File: config.mk
export PLATFORM = sky130hd
export DESIGN_NAME = rvh_l1d_mshr_retire
export DESIGN_NICKNAME = d
export VERILOG_FILES = /design/src/rtl/rvh_l1d_mshr_retire.sv
export SDC_FILE = /design/constraint.sdc
export NUM_CORES = 1
export LEC_CHECK = 0
export CORE_MARGIN = 4
export CORE_UTILIZATION = 30
export CTS_BUF_LIST = sky130_fd_sc_hd__clkbuf_8
export DETAILED_ROUTE_END_ITERATION = 6
export PLACE_DENSITY_LB_ADDON = 0.12
export SLEW_MARGIN = 10
export SYNTH_ARGS = -nofsm -noshare
export SYNTH_HDL_FRONTEND = slang
export SYNTH_SLANG_ARGS = --single-unit
File: constraint.sdc
create_clock -name clk -period 3.5 [get_ports clk]
set_input_delay 0.35 -clock clk [delete_from_list [all_inputs] [get_ports clk]]
set_output_delay 0.35 -clock clk [all_outputs]
set_load 0.02 [all_outputs]
File: src/rtl/rvh_l1d_mshr_retire.sv
// L1D MSHR release side: per-entry FREE/WAIT/DONE lifecycle, stored line address,
// and a round-robin retire offer to the refill-write path over valid/ready.
module rvh_l1d_mshr_retire #(
   parameter int N_MSHR      = 4,
   parameter int N_MSHR_W    = 2,
   parameter int LINE_ADDR_W = 26
) (
   input  logic                   clk,
   input  logic                   rst,
   input  logic                   alloc_vld_i,
   input  logic [N_MSHR_W-1:0]    alloc_id_i,
   input  logic [LINE_ADDR_W-1:0] alloc_line_addr_i,
   input  logic                   refill_done_vld_i,
   input  logic [N_MSHR_W-1:0]    refill_done_id_i,
   output logic                   retire_vld_o,
   input  logic                   retire_rdy_i,
   output logic [N_MSHR_W-1:0]    retire_id_o,
   output logic [LINE_ADDR_W-1:0] retire_line_addr_o,
   output logic [N_MSHR-1:0]      mshr_bank_valid_o,
   output logic [N_MSHR-1:0]      done_pending_o,
   output logic                   err_o
);

   // Retire handshake: a transfer happens on every clk edge where retire_vld_o and
   // retire_rdy_i are both high. Once offered, retire_vld_o/retire_id_o/retire_line_addr_o
   // hold until that transfer; only reset withdraws an offer.

   typedef enum logic [1:0] {
      ST_FREE = 2'd0,
      ST_WAIT = 2'd1,
      ST_DONE = 2'd2
   } state_e;

   state_e                 st_q     [N_MSHR];
   logic [LINE_ADDR_W-1:0] addr_q   [N_MSHR];
   logic [N_MSHR_W-1:0]    rr_ptr_q;
   logic [N_MSHR_W-1:0]    lock_id_q;
   logic                   lock_q;
   logic                   err_q;
   logic [N_MSHR_W-1:0]    pick_id;
   logic                   any_done;
   logic                   handshake;

   // Scan downward so the last hit kept is the one nearest rr_ptr.
   always_comb begin
      logic [N_MSHR_W-1:0] idx;
      any_done = 1'b0;
      pick_id  = '0;
      idx      = '0;
      for (int i = N_MSHR - 1; i >= 0; i--) begin
         idx = rr_ptr_q + N_MSHR_W'(i);
         if (st_q[idx] == ST_DONE) begin
            any_done = 1'b1;
            pick_id  = idx;
         end
      end
   end

   assign retire_vld_o       = lock_q | any_done;
   assign retire_id_o        = lock_q ? lock_id_q : pick_id;
   assign retire_line_addr_o = addr_q[retire_id_o];
   assign handshake          = retire_vld_o & retire_rdy_i;
   assign err_o              = err_q;

   always_comb begin
      for (int i = 0; i < N_MSHR; i++) begin
         mshr_bank_valid_o[i] = (st_q[i] != ST_FREE);
         done_pending_o[i]    = (st_q[i] == ST_DONE);
      end
   end

   // All legality checks use pre-cycle state, so legal same-cycle events never
   // write the same entry and the writes below cannot collide.
   always_ff @(posedge clk) begin
      if (rst) begin
         for (int i = 0; i < N_MSHR; i++) begin
            st_q[i]   <= ST_FREE;
            addr_q[i] <= '0;
         end
         rr_ptr_q  <= '0;
         lock_q    <= 1'b0;
         lock_id_q <= '0;
         err_q     <= 1'b0;
      end else begin
         if (handshake) begin
            st_q[retire_id_o] <= ST_FREE;
            rr_ptr_q          <= retire_id_o + N_MSHR_W'(1);
            lock_q            <= 1'b0;
         end else if (retire_vld_o) begin
            lock_q    <= 1'b1;
            lock_id_q <= retire_id_o;
         end

         if (alloc_vld_i) begin
            if (st_q[alloc_id_i] == ST_FREE) begin
               st_q[alloc_id_i]   <= ST_WAIT;
               addr_q[alloc_id_i] <= alloc_line_addr_i;
            end else begin
               err_q <= 1'b1;
            end
         end

         if (refill_done_vld_i) begin
            if (st_q[refill_done_id_i] == ST_WAIT) begin
               st_q[refill_done_id_i] <= ST_DONE;
            end else begin
               err_q <= 1'b1;
            end
         end
      end
   end

endmodule

==> flow_summary_export.csv <==
group,metric,value,unit
status,status,"completed",
synthesis,syn_area_per_cell,13.3,um2
synthesis,synth-edff-count,104,
floorplanning,io_pins,73,
layout,instances_no_fill,782,
synthesis,yosys_warnings,0,
layout,stdcell_area,7430,um2
worst_hold_path,min_from,"st_q[3][0]",
clocking,hold_buffers,0,
routing,first_pass_iters,4,
worst_setup_path,critPathRequiredTime,3.15,ns
worst_setup_path,critical_path.slowest_cell,"mux4_2",
placement,place_area,6880,um2
pwr,comb_power_share,0.226,
synthesis,synth_area,5700,um2
layout,diodes,0,
synthesis,synthesis.instances,427,
pwr,p_clk_frac,0.333,
layout,final_layout_size_suffix_gt1_frac,0.215,
layout,nNetsFinal,571,
sta,slew_viol_final,0,
clocking,insertion_delay,0.42,ns
sta,worstMarginPinSlew,0.574,ns
clocking,clk_pin_slew,0.06,ns
floorplanning,chipWidth,146,um
sta,slew-limit-headroom,0.614,
floorplanning,dieArea,21300,um2
synthesis,synth_nets,462,
pwr,switching_share,0.264,
worst_setup_path,endpoint,"retire_line_addr_o[25]",
worst_setup_path,cp-end-kind,"output pin",
routing,totalWireLength,13800,um
pwr,p_switching,1.01,mW
pwr,power,3.82,mW
worst_setup_path,regToRegStartpoint,"st_q[0][1]",
global_route,grt_max_degree,28,
placement,dp_cells,740,
run,maxCapViolations,0,
sta,period_needed,3.35,ns
worst_setup_path,path_cells,"or2b_1 > inv_1 > mux4_2 > o31a_1 > o31ai_4 > buf_6 > buf_16 > mux2i_1 > mux2i_1 > clkdlybuf4s15_1",
worst_setup_path,critical_path_class,"reg2out",
synthesis,synth_top_flop_cell,"edfxtp_1",
clocking,cts_tree,"built",
sta,rsz0062_at_grt,"true",
pwr,p_leak,3.07,nW
worst_setup_path,max_stage_delay,0.50,ns
worst_setup_path,arrival,3.00,ns
floorplanning,rows,50,
synthesis,yosysSeqAreaShare,0.604,
pwr,p_seq_frac,0.441,
routing,vias,3669,
routing,ant_nets,0,
worst_setup_path,r2r-end,"st_q[1][0]",
clocking,clk_path_buf_depth,2,
floorplanning,initial_core_util,0.305,
clocking,cts_max_level,4,
global_route,antenna_found_initial,0,
pwr,powerDensity,513,nW/um2
routing,post_drt_wl_per_cell,17.7,um
placement,io_buffers,72,
clocking,cts_sinks,120,
floorplanning,core,18700,um2
synthesis,async_flop_share,0,
layout,area_delta_synth_final,30.5,%
synthesis,synth_seq_cells,120,
synthesis,synth_cell_types,54,
floorplanning,die_h,146,um
clocking,cts_buffers,17,
placement,place_congestion,0.796,
pwr,power.internal,2.81,mW
routing,via_per_inst,4.69,
sta,timing.final.crit_share,0.956,
sta,clock.fmax,299,MHz
worst_setup_path,cp-start-kind,"flip-flop",
placement,dpl.hpwl,8510,um
global_route,grt_util_all_layers,0.136,
pwr,irDropWorstVdd,0.219,mV
routing,drc,0,
worst_setup_path,path_common_cell,"mux2i_1",
worst_setup_path,r2r_cells,11,
sta,report.final.hold_viol_count,0,
worst_setup_path,path_max_fanout,12,
global_route,grt_pass1_wl,21900,um
global_route,overflow,0,
sta,setup_viol,0,
sta,fin_tns_setup,0,ns
layout,fin_util,0.397,
sta,skew,0.0105,ns
routing,drt_first_iter_violations,134,
worst_setup_path,startpoint,"st_q[0][1]",
clocking,root_buffer,"clkbuf_8",
worst_setup_path,r2r_setup_slack,0.68,ns
global_route,grt_pass1_vias,3748,
worst_hold_path,hold_class,"reg2reg",
## worst min path at each step
stage,endpoint,depth (start not counted)
6_report,st_q[3][0],2
3_3_place_gp,st_q[3][0],2
2_1_floorplan,lock_q,1
5_1_grt,lock_id_q[1],2
4_1_cts,st_q[3][0],2
3_5_place_dp,lock_id_q[0],2
## cells in the mapped netlist, types with 3 or more instances
cell type,number,area (um2)
o21ai_0,4,20.0
buf_2,4,20.0
inv_1,11,41.3
nand3b_1,3,22.5
nor2_1,6,22.5
clkbuf_1,11,41.3
dfxtp_1,16,320
nand2b_1,4,25.0
nor2b_1,3,18.8
or2_2,3,18.8
mux2i_1,79,791
and2_1,103,644
a21oi_1,8,40.0
nand2_1,9,33.8
edfxtp_1,104,3120
nand3_1,4,20.0
nor4_1,4,25.0
buf_6,5,56.3
inv_2,3,11.3
## cell usage in the layout (no fill, tap or decap), drive strengths merged, types with 4 or more instances in the layout
master / n
bufinv: 4
nand3: 4
a21oi: 8
mux2i: 79
and2: 103
clkdlybuf4s50: 45
clkbuf: 23
buf: 45
nor4: 6
edfxtp: 104
o21ai: 4
inv: 15
nor2: 6
clkinv: 9
dfxtp: 16
or2: 5
clkdlybuf4s15: 14
nand2: 9
nand2b: 5
## cell type report
class                   instances  area [um2]
clock buffers                  17         234
flip-flops and latches        120        3450
clock inverters                14         164
fillers                      1765       11300
repair buffers                111        1070
well taps                     234         293
multi-input cells             272        2170
inverters                      14        52.6
## cells by family after synthesis
group | count (synthesis) | share of synthesized area
buffers and inverters | 35 | 0.0312
AOI/OAI and AO/OA | 34 | 0.0435
and+or+nand+nor | 157 | 0.175
DFF | 120 | 0.604
muxes | 81 | 0.147
## metal layers
metal,share of wire,wire length [um],vias up,GRT usage
met2,0.49,6770,79,0.223
met4,0.014,191,0,0.0494
met5,0,0,-,0
met1,0.46,6360,1805,0.170
met3,0.037,519,13,0.0402
li1,-,-,1772,-
## what timing repair did
item	in CTS	in global routing
gates cloned	2	0
setup endpoints to repair	27	24
buffers inserted	2	7
resized for setup	75	28
pin swaps	1	3
## through the flow
| step | hold slack (ns) | setup WS [ns] |
|---|---|---|
| 6_report | 0.478 | 0.153 |
| 5_1_grt | 0.523 | -0.0243 |
| 4_1_cts | 0.477 | 0.000367 |
| 3_3_place_gp | 0.479 | 0.120 |
| 3_5_place_dp | 0.479 | 0.0821 |
| 2_1_floorplan | 0.429 | 0.559 |
## power groups by stage
stage,clock network (mW),registers [mW],logic [mW]
floorplan,0,1.70,0.484
global placement,0,1.71,0.834
detailed placement,0,1.71,0.834
CTS,1.32,1.68,0.864
global route,1.37,1.69,0.935
finish,1.27,1.68,0.864
## sequential cells by signal, summed over array words and instances (netlist names), named ones only
name and cells:
addr_q 104, err_o 1, lock_id_q 2, lock_q 1, rr_ptr_q 2, st_q 8
## critical path: cells and delay by family (launching register included)
kind	cells	cell delay (ns)
muxes	3	0.77
AOI/OAI and AO/OA	2	0.58
buffers and inverters	4	0.71
DFF	1	0.33
and+or+nand+nor	1	0.17
No activity file was read; power rests on OpenSTA's default activity.
